`src/rtl/vblank_mem_arbiter.sv`:
```
// Grid-RAM arbiter: renderer owns the port in active video, game logic only in vblank.
// Also emits the game step_tick; optional `ARB_SPEED_PORT_EN adds a runtime speed input.
module vblank_mem_arbiter #(
    parameter int BIT             = 10,
    parameter int HRES            = 640,
    parameter int VRES            = 480,
    parameter int H_TOTAL         = 800,
    parameter int V_TOTAL         = 525,
    parameter int ADDR_W          = 8,
    parameter int DATA_W          = 2,
    parameter int FRAMES_PER_STEP = 8
) (
    input  logic              clk,
    input  logic              reset,
    input  logic [BIT-1:0]    x_pos,
    input  logic [BIT-1:0]    y_pos,
    input  logic [ADDR_W-1:0] r_addr,
    output logic [DATA_W-1:0] r_data,
    input  logic              g_req,
    input  logic              g_we,
    input  logic [ADDR_W-1:0] g_addr,
    input  logic [DATA_W-1:0] g_wdata,
    output logic              g_gnt,
    output logic              g_rvalid,
    output logic [DATA_W-1:0] g_rdata,
    output logic [ADDR_W-1:0] mem_addr,
    output logic              mem_we,
    output logic [DATA_W-1:0] mem_wdata,
    input  logic [DATA_W-1:0] mem_rdata,
`ifdef ARB_SPEED_PORT_EN
    input  logic [7:0]        speed,
`endif
    output logic              step_tick
);

`ifdef ARB_SPEED_PORT_EN
    localparam int CNT_W = 8;
`else
    localparam int CNT_W = (FRAMES_PER_STEP > 1) ? $clog2(FRAMES_PER_STEP) : 1;
`endif

    typedef enum logic [1:0] {RENDER, STEP, WINDOW} state_t;

    state_t            r_state;
    logic [CNT_W-1:0]  r_frame_cnt;
    logic              r_step_tick;
    logic              r_rvalid;
    logic [CNT_W-1:0]  w_limit;
    logic              w_pre_entry;
    logic              w_exit;
    logic              w_active;
    logic              w_window_open;
    logic              w_gnt;

`ifdef ARB_SPEED_PORT_EN
    logic [7:0] r_speed;
    logic       r_speed_loaded;
    assign w_limit = r_speed;
`else
    assign w_limit = CNT_W'(FRAMES_PER_STEP - 1);
`endif

    // Decode the pixel before (0,VRES) so STEP occupies exactly the vblank-entry cycle.
    assign w_pre_entry = (x_pos == BIT'(H_TOTAL - 1)) && (y_pos == BIT'(VRES - 1));
    assign w_exit      = (x_pos == BIT'(H_TOTAL - 3)) && (y_pos == BIT'(V_TOTAL - 1));
    assign w_active    = (x_pos < BIT'(HRES)) && (y_pos < BIT'(VRES));

    // Grants are also blocked while reset is held and on any active pixel after a timing jump.
    assign w_window_open = ((r_state == STEP) || (r_state == WINDOW)) && !reset && !w_active;
    assign w_gnt         = g_req && w_window_open;

    assign g_gnt     = w_gnt;
    assign mem_addr  = w_gnt ? g_addr : r_addr;
    assign mem_we    = w_gnt && g_we;
    assign mem_wdata = w_gnt ? g_wdata : '0;
    assign r_data    = mem_rdata;
    assign g_rvalid  = r_rvalid;
    assign g_rdata   = r_rvalid ? mem_rdata : '0;
    assign step_tick = r_step_tick;

    // NOTE: sequential state uses non-blocking assignments so every register samples pre-edge values.
    always_ff @(posedge clk) begin
        if (reset) begin
            r_state     <= RENDER;
            r_frame_cnt <= '0;
            r_step_tick <= 1'b0;
            r_rvalid    <= 1'b0;
`ifdef ARB_SPEED_PORT_EN
            r_speed        <= 8'd0;
            r_speed_loaded <= 1'b0;
`endif
        end else begin
            r_rvalid    <= w_gnt && !g_we;
            r_step_tick <= 1'b0;
            case (r_state)
                RENDER: if (w_pre_entry) r_state <= STEP;
                STEP: begin
                    r_state <= WINDOW;
                    if (r_frame_cnt == w_limit) begin
                        r_step_tick <= 1'b1;
                        r_frame_cnt <= '0;
`ifdef ARB_SPEED_PORT_EN
                        r_speed     <= speed;
`endif
                    end else begin
                        r_frame_cnt <= r_frame_cnt + 1'b1;
                    end
                end
                WINDOW: if (w_exit) r_state <= RENDER;
                default: r_state <= RENDER;
            endcase
`ifdef ARB_SPEED_PORT_EN
            if (!r_speed_loaded) begin
                r_speed_loaded <= 1'b1;
                r_speed        <= speed;
            end
`endif
        end
    end

endmodule

```
`config.mk`:
```
export PLATFORM = sky130hd
export DESIGN_NAME = vblank_mem_arbiter
export DESIGN_NICKNAME = d
export VERILOG_FILES = /design/src/rtl/vblank_mem_arbiter.sv
export SDC_FILE = /design/constraint.sdc
export NUM_CORES = 1
export LEC_CHECK = 0
export CAP_MARGIN = 40
export CORE_MARGIN = 3
export CORE_UTILIZATION = 32
export DETAILED_ROUTE_END_ITERATION = 6
export GPL_ROUTABILITY_DRIVEN = 1
export GPL_TIMING_DRIVEN = 0
export PLACE_DENSITY_LB_ADDON = 0.25
export SETUP_SLACK_MARGIN = 0.05
export SLEW_MARGIN = 20
export SYNTH_ARGS = -nofsm -noshare
export SYNTH_HDL_FRONTEND = slang
export SYNTH_SLANG_ARGS = --single-unit
```
`constraint.sdc`:
```
create_clock -name clk -period 3.55 [get_ports clk]
set_input_delay 0.71 -clock clk [delete_from_list [all_inputs] [get_ports clk]]
set_output_delay 0.71 -clock clk [all_outputs]
set_load 0.1 [all_outputs]
```
**After elaboration in Yosys (flattened, before gate mapping)**

Cells that the tools add are included.

- Input bits: 44
- Register bits: 7
- Latch bits: 0
- Bits in writable memories: 0
- Memories kept: 0
- Output and inout bits: 18
- ROM bits: 0

- Divide/modulo/power cells: 0
- Equality and inequality tests: 9
- Add/sub/neg operators: 1
- Shift operators: 0
- Multipliers: 0
- Multiplexer cells: 8
- Bitwise logic cells: 1
- Reductions and logical operators: 15
- Order comparisons: 2

Operator list:

| cell | count |
|---|---|
| $eq 10x10->1 const B | 3 |
| $eq 10x9->1 const B | 1 |
| $lt 10x10->1 const B | 1 |
| $lt 10x9->1 const B | 1 |
| $logic_and 1x1->1 | 8 |
| $mux 2 | 4 |
| $mux 8 | 1 |
| $pmux 2 s3 | 1 |
| $ne 2x2->1 const B | 2 |
| $add 3x1->3 const B | 1 |
| $eq 3x3->1 const B | 1 |
| $logic_not 1->1 | 3 |
| $mux 3 | 1 |
| $eq 2x1->1 const B | 1 |
| $eq 2x2->1 const B | 1 |
| $logic_not 2->1 | 1 |
| $reduce_and 2->1 | 1 |
| $reduce_or 2->1 | 1 |
| $logic_or 1x1->1 | 1 |
| $mux 1 | 1 |
| $not 1->1 | 1 |

**Longest topological paths before layout**

- Depth in word-level cells: 6
- Mapped depth: 6
- Depth with buffers taken out: 5

**Worst setup path before layout**

OpenSTA, ideal clock, no wires.

- Path kind: input -> output
- From: input y_pos[9]
- To: output mem_wdata[0]
- Setup slack: 0.751 ns
- Stages: 6
- Path buffers: 1
- Required time: 2.840 ns
- Data arrival time: 2.089 ns
- Path through: nand4b_4 > nor2_2 > nor3_2 > nor3_2 > buf_6 > and2_2

- Cells in the longest elaborated chain, start to end: 6

Ends and longest elaborated chain:

| element | line | source |
|---|---|---|
| from (decl) | 16 | `input logic [BIT-1:0] y_pos,` |
| $lt 10x9->1 | 66 | `assign w_active = (x_pos < BIT'(HRES)) && (y_pos < BIT'(VRES));` |
| $logic_and 1x1->1 | 66 |  |
| $logic_not 1->1 | 69 | `assign w_window_open = ((r_state == STEP) \|\| (r_state == WINDOW)) && !reset && !w_active;` |
| $logic_and 1x1->1 | 69 |  |
| $logic_and 1x1->1 | 70 | `assign w_gnt = g_req && w_window_open;` |
| via g_gnt | 23 | `output logic g_gnt,` |
| $mux 2 | 75 | `assign mem_wdata = w_gnt ? g_wdata : '0;` |
| to (decl) | 28 | `output logic [DATA_W-1:0] mem_wdata,` |

The timed path passes the listed nets, and every way through them passes these cells.

**Worst setup path in the final report**

- From: input x_pos[8]
- To: output mem_addr[3]

- Cells in the longest elaborated chain, start to end: 6

Ends and longest elaborated chain:

| element | line | source |
|---|---|---|
| from (decl) | 15 | `input logic [BIT-1:0] x_pos,` |
| $lt 10x10->1 | 66 |  |
| $logic_and 1x1->1 | 66 |  |
| $logic_not 1->1 | 69 |  |
| $logic_and 1x1->1 | 69 |  |
| $logic_and 1x1->1 | 70 |  |
| $mux 8 | 73 | `assign mem_addr = w_gnt ? g_addr : r_addr;` |
| to (decl) | 26 | `output logic [ADDR_W-1:0] mem_addr,` |

Every way passes these cells.

==> impl_metrics.env <==
export IMPL_h_tree_depth=1
export IMPL_hold_class="register to register"
export IMPL_synth_most_common_cell="dfxtp_1"
export IMPL_grt_usage=0.283
export IMPL_worst_path_max_fanout=7
export IMPL_cts_max_path_buffers=2
export IMPL_insertion_delay_ns=0.28
export IMPL_clock_sinks=7
export IMPL_design_core_area_um2=1800
export IMPL_grt_pass1_wl_mm=5.06
export IMPL_vias_per_cell=5.34
export IMPL_slew_violations=0
export IMPL_die_w_um=50.7
export IMPL_die_area_um2=2570
export IMPL_synth_top_cell_area_share=0.219
export IMPL_synthCells=65
export IMPL_period_share=0.973
export IMPL_tightest_slew_ns=0.566
export IMPL_dpl_cell_count=168
export IMPL_async_flop_share=0
export IMPL_max_cap_violations=0
export IMPL_drt_pass1_iter_count=4
export IMPL_drive_above_1_share=0.340
export IMPL_cts_clk_slew_worst_paths_ns=0.06
export IMPL_num_antenna_cells=0
export IMPL_clock_root_buffer="clkbuf_4"
export IMPL_ys_flop_type="dfxtp_1"
export IMPL_clockPowerShare=0.270
export IMPL_yosysSeqAreaShare=0.219
export IMPL_synth_seq_cells=7
export IMPL_post_route_drc_count=0
export IMPL_netlist_area_um2=641
export IMPL_fmax_mhz=289
export IMPL_synth_area_top_cells="dfxtp_1 (22%), mux2_4 (14%), ha_1 (12%)"
export IMPL_ys_types=32
export IMPL_leakage_nw=0.736
export IMPL_p_sw_frac=0.362
export IMPL_cts_tree="yes"
export IMPL_grt_max_degree=10
export IMPL_hpwl_mm=2.60
export IMPL_fill_cells=73
export IMPL_syn_to_final_growth_pct=154
export IMPL_io_pins=62
export IMPL_final_antenna_net_count=0
export IMPL_endpoint_kind="output port"
export IMPL_ctsHoldBuffers=0
export IMPL_synth_edff_count=0
export IMPL_port_buffers=60
export IMPL_startpoint_type="input pin"
export IMPL_switchingPower_mw=0.110
export IMPL_drtIter0Drc=26
export IMPL_num_vias=935
export IMPL_fin_cells=175
export IMPL_yosys_warnings=0
export IMPL_setup_ws_ns=0.0943
export IMPL_syn_area_per_cell_um2=9.86
export IMPL_arrival_ns=2.75
export IMPL_routedWlPerCell_um=20.7
export IMPL_skew_ns=0.00568
export IMPL_synth_top_area_cell="dfxtp_1"
export IMPL_start_util=0.356
export IMPL_critical_path_required_ns=2.84
export IMPL_place_gp_congestion=0.657
export IMPL_relSlewSlack=0.619
export IMPL_nets=201
export IMPL_power_frac_seq=0.258
export IMPL_power_density_nw_per_um2=187
export IMPL_ir_drop_uv=186
export IMPL_grt_pass1_vias=966
export IMPL_numCtsBuffers=3
export IMPL_pre_cts_slack_ns=-0.250
export IMPL_die_height_um=50.7
export IMPL_period_needed_ns=3.46
export IMPL_rsz0062_at_grt="false"
export IMPL_syn_nets=115
export IMPL_status="finished clean"
export IMPL_comb_power_share=0.472
export IMPL_holdWs_ns=0.490
export IMPL_row_count=15
export IMPL_antenna_found_initial=0
export IMPL_setup_viol=0
export IMPL_grt_overflow=0
export IMPL_hold_viol=0
export IMPL_yosys_top_cells_count="dfxtp_1 (7), ha_1 (6), mux2_4 (6)"
export IMPL_intPower_mw=0.194
export IMPL_wl_mm=3.62
export IMPL_critPathKind="input pin to output port"
[routing by layer]
layer  wire length [um]  global-route usage  vias to the layer above
li1                   -                   -                      403
met1               1080               0.238                      422
met2               2000               0.589                       79
met3                261              0.0772                       31
met4                287               0.130                        0
met5                  0                   0                        -
[registers in the layout (all words and copies together), names as in the netlist]
register,count
g_rvalid,1
r_state,2
r_frame_cnt,3
step_tick,1
[through the flow]
step	setup TNS (ns)	cell area, um^2	utilization	power (mW)
final	0	1630	0.904	0.304
after global routing	0	1630	0.904	0.311
after CTS	-0.222	1600	0.886	0.303
after detailed placement	-1.77	1560	0.863	0.226
after global placement	-5.05	1270	0.706	0.199
after floorplan	0	641	-	0.140
[cell families (layout without fill, tap and decap cells)]
logic type / count (synthesis) / count (layout) / share of synthesized area
AOI/OAI and AO/OA: 7 / 7 / 0.0664
adders and majority gates: 6 / 6 / 0.117
buffers and inverters: 7 / 92 / 0.0664
DFF: 7 / 7 / 0.219
muxes: 10 / 10 / 0.207
and+or+nand+nor: 28 / 28 / 0.324
[worst paths after layout]
kind / from / to / slack, ns / cells after the start
setup / recovery: x_pos[8] / mem_addr[3] / 0.09 / 9
hold / removal: r_frame_cnt[1] / r_frame_cnt[1] / 0.49 / 2
setup reg to reg: r_state[0] / r_state[0] / 2.17 / 5
hold reg to reg: r_frame_cnt[1] / r_frame_cnt[1] / 0.49 / 2
[cell type report]
cell class              instances  area (um^2)  share of cell area
inverters                       3         11.3             0.00691
flip-flops and latches          7          140              0.0860
clock buffers                   3         22.5              0.0138
plain buffers                   4         31.3              0.0192
multi-input cells              51          458               0.281
repair buffers                 81          930               0.571
clock inverters                 1         5.00             0.00307
well taps                      25         31.3              0.0192
[worst max-delay path, stage by stage]
cell and delay, ns:
clkdlybuf4s50_1 0.42, o21a_1 0.21, nor3_2 0.24, nor3_2 0.10
buf_6 0.14, buf_4 0.13, mux2_4 0.30, dlygate4sd2_1 0.30
buf_8 0.19
[power by group through the flow]
stage	Sequential, mW	Clock [mW]	Combinational [mW]
global route	0.0785	0.0851	0.148
global placement	0.0803	0	0.119
CTS	0.0786	0.0798	0.145
finish	0.0785	0.0822	0.143
floorplan	0.0803	0	0.0600
detailed placement	0.0803	0	0.145
[layout by cell type (no fill, tap or decap), drive strengths merged, types with 2 or more instances in the layout]
| cell type | Yosys | routed |
|---|---|---|
| clkdlybuf4s50 | 0 | 45 |
| buf | 3 | 31 |
| mux2 | 8 | 8 |
| dfxtp | 7 | 7 |
| ha | 6 | 6 |
| dlygate4sd2 | 0 | 5 |
| and2 | 5 | 5 |
| nor2 | 4 | 4 |
| clkbuf | 1 | 4 |
| inv | 3 | 3 |
| a21oi | 3 | 3 |
| dlymetal6s2s | 0 | 3 |
| nor3 | 3 | 3 |
| nand2 | 2 | 2 |
| nor4 | 2 | 2 |
| mux2i | 2 | 2 |
| and4b | 2 | 2 |
| nand3 | 2 | 2 |
[repair_timing]
| action | in CTS | in global routing |
|---|---|---|
| setup endpoints to repair | 12 | 10 |
| gates resized for setup | 10 | 6 |
| buffers inserted | 2 | 8 |
| pin swaps | 2 | 1 |
Note: power is estimated with default switching activity, not from simulation.
